`src/rtl/fetch_stage.sv`:
```
// Fetch stage: PC, instruction-memory handshake, skid buffer and IF/ID register.
// Define FETCH_PERF_EN to add discard/wait performance counters.
module fetch_stage #(
    parameter int                DATA_W   = 32,
    parameter logic [DATA_W-1:0] RESET_PC = 32'h0040_0000
) (
    input  logic              clk,
    input  logic              reset,
    input  logic              i_pc_keep,
    input  logic              i_IF_ID_keep,
    input  logic              i_IF_ID_flush,
    input  logic              i_branch_final,
    input  logic [DATA_W-1:0] i_branch_target,
    input  logic [1:0]        i_jump,
    input  logic [DATA_W-1:0] i_jump_target,
    input  logic [DATA_W-1:0] i_jr_target,
    output logic              o_imem_req,
    output logic [DATA_W-1:0] o_imem_addr,
    input  logic              i_imem_ready,
    input  logic [DATA_W-1:0] i_imem_rdata,
    output logic [DATA_W-1:0] o_IF_ID_instruction,
    output logic [DATA_W-1:0] o_IF_ID_pc_plus4,
`ifdef FETCH_PERF_EN
    output logic [31:0]       o_discard_count,
    output logic [31:0]       o_wait_count,
`endif
    output logic              o_IF_ID_valid
);

    typedef enum logic [1:0] {
        S_FETCH = 2'd0,
        S_DROP  = 2'd1,
        S_FULL  = 2'd2
    } state_t;

    state_t            state_q, state_d;
    logic [DATA_W-1:0] pc_q, pc_d;
    logic [DATA_W-1:0] addr_q, addr_d;
    logic [DATA_W-1:0] buf_instr_q, buf_instr_d;
    logic [DATA_W-1:0] buf_pc4_q, buf_pc4_d;
    logic [DATA_W-1:0] ifid_instr_q, ifid_instr_d;
    logic [DATA_W-1:0] ifid_pc4_q, ifid_pc4_d;
    logic              ifid_valid_q, ifid_valid_d;

    logic              redirect;
    logic [DATA_W-1:0] target;
    logic              hold;
    logic              flush;
    logic [DATA_W-1:0] pc_plus4;
    logic              new_valid;
    logic [DATA_W-1:0] new_instr;
    logic [DATA_W-1:0] new_pc4;
    logic              discard;

    // Keep wins: a stalled PC ignores redirects and flushes this cycle.
    assign redirect = ~i_pc_keep &
                      (i_branch_final | (i_jump == 2'b01) | (i_jump == 2'b10));
    assign hold     = i_pc_keep | i_IF_ID_keep;
    assign flush    = i_IF_ID_flush & ~i_pc_keep;
    assign pc_plus4 = pc_q + DATA_W'(4);

    always_comb begin
        target = i_jr_target;
        if (i_branch_final) begin
            target = i_branch_target;
        end else if (i_jump == 2'b01) begin
            target = i_jump_target;
        end
    end

    always_comb begin
        state_d     = state_q;
        pc_d        = pc_q;
        addr_d      = addr_q;
        buf_instr_d = buf_instr_q;
        buf_pc4_d   = buf_pc4_q;
        new_valid   = 1'b0;
        new_instr   = '0;
        new_pc4     = '0;
        discard     = 1'b0;
        unique case (state_q)
            S_FETCH: begin
                if (i_imem_ready) begin
                    if (redirect) begin
                        pc_d    = target;
                        discard = 1'b1;
                    end else if (!hold) begin
                        new_valid = 1'b1;
                        new_instr = i_imem_rdata;
                        new_pc4   = pc_plus4;
                        pc_d      = pc_plus4;
                    end else begin
                        buf_instr_d = i_imem_rdata;
                        buf_pc4_d   = pc_plus4;
                        pc_d        = pc_plus4;
                        state_d     = S_FULL;
                    end
                end else if (redirect) begin
                    // Old request stays on the bus until memory answers it.
                    addr_d  = pc_q;
                    pc_d    = target;
                    state_d = S_DROP;
                end
            end
            S_DROP: begin
                if (redirect) begin
                    pc_d = target;
                end
                if (i_imem_ready) begin
                    discard = 1'b1;
                    state_d = S_FETCH;
                end
            end
            S_FULL: begin
                if (redirect) begin
                    pc_d    = target;
                    discard = 1'b1;
                    state_d = S_FETCH;
                end else if (!hold) begin
                    new_valid = 1'b1;
                    new_instr = buf_instr_q;
                    new_pc4   = buf_pc4_q;
                    state_d   = S_FETCH;
                end
            end
            default: begin
                state_d = S_FETCH;
            end
        endcase
    end

    always_comb begin
        ifid_instr_d = ifid_instr_q;
        ifid_pc4_d   = ifid_pc4_q;
        ifid_valid_d = ifid_valid_q;
        if (i_IF_ID_keep) begin
            ifid_valid_d = ifid_valid_q;
        end else if (flush || !new_valid) begin
            ifid_instr_d = '0;
            ifid_pc4_d   = '0;
            ifid_valid_d = 1'b0;
        end else begin
            ifid_instr_d = new_instr;
            ifid_pc4_d   = new_pc4;
            ifid_valid_d = 1'b1;
        end
    end

    always_ff @(posedge clk or negedge reset) begin
        if (!reset) begin
            state_q      <= S_FETCH;
            pc_q         <= RESET_PC;
            addr_q       <= RESET_PC;
            buf_instr_q  <= '0;
            buf_pc4_q    <= '0;
            ifid_instr_q <= '0;
            ifid_pc4_q   <= '0;
            ifid_valid_q <= 1'b0;
        end else begin
            state_q      <= state_d;
            pc_q         <= pc_d;
            addr_q       <= addr_d;
            buf_instr_q  <= buf_instr_d;
            buf_pc4_q    <= buf_pc4_d;
            ifid_instr_q <= ifid_instr_d;
            ifid_pc4_q   <= ifid_pc4_d;
            ifid_valid_q <= ifid_valid_d;
        end
    end

    assign o_imem_req          = reset & (state_q != S_FULL);
    assign o_imem_addr         = (state_q == S_DROP) ? addr_q : pc_q;
    assign o_IF_ID_instruction = ifid_instr_q;
    assign o_IF_ID_pc_plus4    = ifid_pc4_q;
    assign o_IF_ID_valid       = ifid_valid_q;

`ifdef FETCH_PERF_EN
    logic [31:0] disc_cnt_q;
    logic [31:0] wait_cnt_q;

    always_ff @(posedge clk or negedge reset) begin
        if (!reset) begin
            disc_cnt_q <= '0;
            wait_cnt_q <= '0;
        end else begin
            if (discard && !(&disc_cnt_q)) begin
                disc_cnt_q <= disc_cnt_q + 32'd1;
            end
            if (o_imem_req && !i_imem_ready && !(&wait_cnt_q)) begin
                wait_cnt_q <= wait_cnt_q + 32'd1;
            end
        end
    end

    assign o_discard_count = disc_cnt_q;
    assign o_wait_count    = wait_cnt_q;
`endif

endmodule

```
`config.mk`:
```
export PLATFORM = sky130hd
export DESIGN_NAME = fetch_stage
export DESIGN_NICKNAME = d
export VERILOG_FILES = /design/src/rtl/fetch_stage.sv
export SDC_FILE = /design/constraint.sdc
export NUM_CORES = 1
export LEC_CHECK = 0
export BUFFER_PORTS_ARGS = -buffer_cell sky130_fd_sc_hd__buf_4
export CORE_MARGIN = 3
export CORE_UTILIZATION = 54
export DETAILED_ROUTE_END_ITERATION = 10
export MAX_ROUTING_LAYER = met4
export PLACE_DENSITY = 0.8
export SLEW_MARGIN = 0
export SYNTH_ARGS = -nofsm -noshare
export SYNTH_HDL_FRONTEND = slang
export SYNTH_SLANG_ARGS = --single-unit
```
`constraint.sdc`:
```
create_clock -name clk -period 2.63 [get_ports clk]
set_input_delay 0.526 -clock clk [delete_from_list [all_inputs] [get_ports clk]]
set_output_delay 0.526 -clock clk [all_outputs]
set_load 0.05 [all_outputs]
```
# After elaboration in Yosys (flattened, before gate mapping)
# Cells that the tools add are included.
# classes
addsub	1
eq_ne	10
n_mux	34
bitwise_logic	9
reduce_logical	8
# op_table
cell	n
$mux 32	18
$pmux 32 s2	3
$add 32x3->32 const B	1
$mux 2	7
$ne 3x3->1 const B	4
$pmux 2 s3	1
$reduce_and 5->1	1
$eq 2x1->1 const B	2
$eq 2x2->1 const B	2
$mux 1	4
$ne 2x2->1 const B	2
$reduce_and 4->1	1
$and 1x1->1	3
$not 1->1	3
$or 1x1->1	3
$reduce_and 3->1	1
$logic_not 2->1	1
$pmux 1 s2	1
$reduce_bool 2->1	1
$reduce_or 2->1	1
$logic_not 1->1	1
$logic_or 1x1->1	1
# totals
reg_bits	195
input_bits	137
word_cells	70

# Longest topological paths before layout
# Gate-level depths: netlist (run 1).
# depth
word_depth	10
ltp_mapped	9
mapped_depth_nobuf	7

# Worst setup path after synthesis (run 1)
# Ideal clock, no wire load.
# synth_timing
path_kind	register to output
from	register state_q[1]
to	output o_imem_addr[18]
t_arrival_ns	1.908
path_slack_ns	0.196
stages_incl_launch_ff	5
path_buffers	1
cell_sequence	dfrtp_1 > inv_1 > ha_1 > clkbuf_1 > o21ai_0
# synth_via
elab_chain_cells	2
# synth_lines
item	line_no	text
start: declaration	36	state_t state_q, state_d;
start signal: assignment	160	state_q <= state_d;
$eq 2x1->1	172	assign o_imem_addr = (state_q == S_DROP) ? addr_q : pc_q;
$mux 32	172	
end: declaration	18	output logic [DATA_W-1:0] o_imem_addr,
# Every way passes these cells.

# Final worst setup path (run 1)
# layout_timing
from	register state_q[1]
to	output o_imem_addr[8]
# The elaborated chain is that of the path after synthesis.

==> run_results.csv, run 1 <==
group,metric,value,unit
sta,finalClockSkew,0.0105,ns
worst_setup_path,critPathArrivalTime,2.01,ns
routing,num_vias,8568,
power,power,0.0126,W
yosys,synth.top_cells.by_area,"dfrtp_1 49%, mux2_2 10%, a22oi_1 5.6%",
worst_setup_path,path_max_fanout,16,
clock_network,cts-htree-levels,4,
power,irDropWorstVdd,875,µV
routing,drt_first_iter_violations,701,
sta,post-route-period-util,96.4,%
routing,top_layer,"met4",
clock_network,clk_latency,0.44,ns
sta,max_clock_freq,0.394,GHz
sta,relSlewSlack,31.4,%
placed_design,hpwl,20300,µm
worst_setup_path,startpoint_type,"flip-flop",
global_routing,antenna_found_initial,0,
routing,wl_per_cell,20.0,µm
final_layout,nets,1321,
clock_network,post_cts.repair.setup_buffers,0,
global_routing,grt_max_degree,126,
placed_design,port_buffers,234,
global_routing,grt_first_pass_wirelength,45300,µm
sta,slew_viol_final,0,
clock_network,cts.repair.resized,0,
yosys,yosysWarnings,0,
clock_network,clock_sinks,195,
global_routing,grt_pass1_vias,8558,
sta,tightest_slew,1.03,ns
yosys,synth_cells,954,
final_layout,drive_above_1_share,35.2,%
yosys,synthTopCellsByCount,"193 x dfrtp_1, 109 x nand2_1, 109 x o21ai_0",
yosys,synth.top_cell.area_share,48.9,%
floorplan,design.core.area,0.0176,mm²
clock_network,clockBufferDepth,2,
clock_network,root_buffer,"clkbuf_16",
worst_setup_path,cp-end-kind,"output pin",
yosys,ys_ff_latch,195,
final_layout,final_area,0.0125,mm²
yosys,synth_flop_cell,"dfrtp_1",
clock_network,cts_tree,"built",
routing,post-route-drc-count,0,
yosys,yosysUniqueCellTypes,61,
worst_setup_path,reg2reg_setup_slack,0.28,ns
floorplan,die_h,141,µm
yosys,netlist_area,0.00987,mm²
global_routing,grt_overflow_total,0,
floorplan,dieArea,0.0199,mm²
min_path,hold_path_class,"input pin to asynchronous set/reset pin",
yosys,syn_nets,1096,
floorplan,pin_count,235,
yosys,yosysTopAreaCell,"dfrtp_1",
yosys,synth_most_common_cell,"dfrtp_1",
yosys,async_flop_share,100,%
routing,met3_length,2080,µm
power,powerDensity,1010,mW/mm²
floorplan,die_w,141,µm
power,power_leakage,5.63,nW
clock_network,cts.clk_slew.worst_paths,0.08,ns
floorplan,rows,48,
sta,rsz0062_at_grt,"no",
yosys,synth_edf_count,0,
sta,setup_tns,0,ns
yosys,seq_area_frac_synth,49.5,%
final_layout,antenna_cells,0,
routing,wl_met1,11300,µm
floorplan,start_util,56.1,%
flow_run,cap_violations,0,
clock_network,hold_buffers,0,
status,status,"finished, final reports clean",
routing,via_per_inst,6.05,
routing,drt_pass1_iterations,5,
placed_design,placed_cell_area,0.0119,mm²
worst_setup_path,crit_type,"flip-flop to output pin",
clock_network,cts_buffers,17,
yosys,syn_area_per_cell,10.3,µm²
global_routing,grt_usage,29.5,%
routing,wirelength,28400,µm
worst_setup_path,worst_ep_required_time,2.10,ns
sta,finalHoldViolCount,0,
sta,setup_violations,0,
final_layout,fillers,1337,
placed_design,gp_congestion,0.959,
routing,wl_met2,14200,µm
routing,ant_nets,0,
sta,min_period,2.54,ns
final_layout,areaGrowthSynthToFinish,27.1,%
[cell usage in the layout, fill, tap and decap left out, types with 7 or more instances in the layout]
cell type	netlist	final
xor2_1	13	13
nor2_1	47	47
a21oi_1	41	41
nand4_1	11	11
inv_1	13	13
nand2_1	109	109
a22oi_1	74	74
mux2i_1	33	33
o21ai_0	109	109
mux2_2	91	91
dfrtp_1	193	193
xnor2_1	15	15
buf_4	8	273
nor4_1	7	7
o211ai_1	12	12
clkbuf_16	0	17
nor3_1	10	10
nand3_1	21	21
[worst paths after layout]
path / startpoint / endpoint / cells after the start
max reg2reg: pc_q[2] / pc_q[28] / 6
max: state_q[1] / o_imem_addr[8] / 5
min in group clk: i_imem_rdata[5] / buf_instr_q[5] / 2
min: reset / o_IF_ID_pc_plus4[3] / 2
max in group asynchronous: reset / buf_pc4_q[17] / 2
min reg2reg: o_IF_ID_instruction[2] / o_IF_ID_instruction[2] / 2
[registers in the layout, indices dropped and copies added (netlist names)]
| signal | flops |
|---|---|
| addr_q | 32 |
| pc_q | 32 |
| state_q | 2 |
| o_IF_ID_pc_plus4 | 32 |
| buf_pc4_q | 32 |
| o_IF_ID_instruction | 32 |
| buf_instr_q | 32 |
| o_IF_ID_valid | 1 |
[worst max-delay path: stages, from the launching register on]
cell	delay [ns]
dfrtp_1	0.41
inv_1	0.12
ha_1	0.21
buf_4	0.25
mux2_2	0.38
buf_4	0.19
[report_power, final]
group          leakage (nW)  internal (W)  switching (W)  total, W
Sequential             2.44       0.00397       0.000741   0.00471
Clock                 0.293       0.00130        0.00134   0.00264
Combinational          2.89       0.00205        0.00325   0.00529
Total                  5.63       0.00731        0.00533    0.0126
[stage by stage]
step / utilization, % / std cells / setup slack (ns) / hold WS, ns
after floorplan: - / 954 / 0.196 / 0.230
after global placement: 67.9 / 1385 / 0.330 / 0.463
after detailed placement: 67.9 / 1385 / 0.272 / 0.472
after CTS: 71.3 / 1417 / 0.0240 / 0.238
after global routing: 71.3 / 1417 / 0.00482 / 0.247
final: 71.3 / 1417 / 0.0942 / 0.162
[area by class of cell]
cell class                 instances  area, µm²  share of cell area, %
sequential                       195       4880                   38.9
multi-input combinational        673       4590                   36.6
timing repair buffer             278       2130                   17.0
clock buffer                      17        425                   3.39
tap                              225        282                   2.24
clock inverter                    15        179                   1.43
inverter                          14       52.6                  0.419
[cell families (layout without fill, tap and decap cells)]
family,count (synthesis),after routing,share of synthesized area (%)
buffers and inverters,86,324,4.08
XOR/XNOR,29,29,2.76
multiplexers,124,124,13.7
AO/OA/AOI/OAI,276,276,17.5
adder cells (fa/ha/maj),5,5,0.634
flip-flops,195,195,49.5
AND/OR/NAND/NOR,239,239,11.8
[per-layer routing]
layer  vias to the layer above  global-route usage (%)
met5                         -                       -
met1                      4212                    37.9
met2                       362                    47.7
met3                        67                    5.46
li1                       3927                       -
met4                         0                    9.64
Power figures use the tool's default switching activity.
==> inputs of run 2 (changes only) <==
Settings changed: CORE_ASPECT_RATIO from default to 0.7.
==> run 2 against run 1 <==
Against the previous run: fmax is essentially flat; utilization grew 0.78 points; largest cell class unchanged; via count grew 0.44%; combinational power grew 4%; worst setup slack lost 0.0017 ns; power grew 1.6%.
==> run_results.csv, run 2 (synthesis gave the netlist of run 1 again) <==
group,metric,value,unit
min_path,whs_path_depth,2,
routing,wl_met1,13600,µm
floorplan,rows,40,
routing,ant_nets,0,
sta,setup_violations,0,
placed_design,post-place-ws,0.225,ns
routing,wl_per_cell,21.2,µm
placed_design,port_buffers,234,
worst_setup_path,cp-end-kind,"output pin",
worst_setup_path,reg2regPathDepth,6,
final_layout,final_area,0.0126,mm²
routing,drt_pass1_iterations,6,
clock_network,cts.clk_slew.worst_paths,0.09,ns
final_layout,final_common_cell,"buf_4",
worst_setup_path,path_max_fanout,31,
power,powerDensity,1020,mW/mm²
status,status,"finished, final reports clean",
sta,max_clock_freq,0.394,GHz
routing,post-route-drc-count,0,
sta,setup_tns,0,ns
sta,rsz0062_at_grt,"no",
final_layout,nets,1325,
final_layout,antenna_cells,0,
routing,via_per_inst,6.03,
global_routing,grt_overflow_total,0,
global_routing,grt_max_degree,187,
clock_network,cts_tree,"built",
sta,finalHoldViolCount,0,
clock_network,cts-htree-levels,4,
min_path,holdCritStartpoint,"i_imem_rdata[20]",
global_routing,grt_pass1_vias,8289,
final_layout,final_cell_mix,"275 x buf_4, 193 x dfrtp_1, 109 x nand2_1, 109 x o21ai_0, 91 x mux2_2",
routing,num_vias,8606,
floorplan,start_util,56.4,%
floorplan,dieArea,0.0200,mm²
clock_network,clockBufferDepth,2,
clock_network,root_buffer,"clkbuf_16",
routing,met3_length,2920,µm
min_path,hold_path_class,"input pin to flip-flop",
worst_setup_path,r2r-start,"pc_q[2]",
sta,post-route-period-util,96.5,%
routing,wl_met2,13400,µm
sta,min_period,2.54,ns
worst_setup_path,worst_ep_required_time,2.10,ns
min_path,holdPathEnd,"buf_instr_q[20]",
placed_design,hpwl,22200,µm
global_routing,antenna_found_initial,0,
global_routing,grt_usage,30.9,%
placed_design,gp_congestion,0.988,
clock_network,post_cts.repair.setup_buffers,0,
routing,drt_first_iter_violations,840,
placed_design,placed_cell_area,0.0120,mm²
flow_run,cap_violations,0,
final_layout,drive_above_1_share,35.3,%
clock_network,cts_buffers,17,
sta,finalClockSkew,0.0107,ns
worst_setup_path,r2r_end,"pc_q[20]",
worst_setup_path,critPathArrivalTime,2.01,ns
floorplan,design.core.area,0.0175,mm²
sta,relSlewSlack,22.0,%
sta,slew_viol_final,0,
routing,top_layer,"met4",
floorplan,die_w,168,µm
routing,wirelength,30300,µm
power,irDropWorstVdd,814,µV
sta,tightest_slew,1.17,ns
global_routing,grt_first_pass_wirelength,46900,µm
sta,setup_ws,0.0925,ns
floorplan,die_h,119,µm
clock_network,clock_sinks,195,
power,power_leakage,5.66,nW
worst_setup_path,crit_type,"flip-flop to output pin",
final_layout,areaGrowthSynthToFinish,27.9,%
floorplan,pin_count,235,
worst_setup_path,startpoint_type,"flip-flop",
clock_network,clk_latency,0.45,ns
worst_setup_path,reg2reg_setup_slack,0.29,ns
==> run 2: where the power goes <==
group / leakage, nW / internal [W] / switching, W
combinational: 2.91 / 0.00209 / 0.00339
clock: 0.303 / 0.00132 / 0.00136
sequential: 2.44 / 0.00397 / 0.000707
==> run 2: what timing repair did <==
action,CTS,global route
endpoints found under the hold margin,9,0
hold buffers,1,0
gates resized for setup,0,1
endpoints found under the setup margin,0,15
==> run 2: through the flow <==
stage	total power [W]	utilization [%]	cells	hold slack (ns)
final	0.0128	72.1	1427	0.320
after global routing	0.0135	72.1	1427	0.310
after CTS	0.0128	72.1	1427	0.308
after detailed placement	0.0101	68.4	1394	0.367
after global placement	0.00992	68.4	1394	0.368
after floorplan	0.00828	-	954	0.230
==> run 2: metal layers <==
| layer | track usage (%) | up-vias |
|---|---|---|
| li1 | - | 3920 |
| met1 | 44.6 | 4248 |
| met2 | 44.7 | 415 |
| met3 | 8.33 | 23 |
| met4 | 5.93 | 0 |
| met5 | - | - |
==> run 2: worst max-delay path, cell delays in order (launching register included) <==
cell     delay, ns
dfrtp_1       0.41
inv_1         0.11
ha_1          0.20
buf_6         0.27
mux2_2        0.38
buf_4         0.19
==> run 2: worst max path at each step <==
stage | from | to | slack, ns | cells past startpoint
floorplan | state_q[1] | o_imem_addr[18] | 0.20 | 4
CTS | state_q[1] | o_imem_addr[11] | 0.01 | 5
global route | state_q[1] | o_imem_addr[11] | 0.005 | 5
detailed placement | i_jump[0] | pc_q[30] | 0.23 | 6
finish | state_q[1] | o_imem_addr[28] | 0.09 | 5
global placement | i_jump[0] | pc_q[30] | 0.29 | 6
==> run 2: layout make-up <==
class	instances	area, µm²
multi-input combinational	673	4590
clock buffer	17	425
inverter	14	52.6
sequential	195	4880
fill	1268	4890
clock inverter	15	205
tap	231	289
timing repair buffer	282	2180
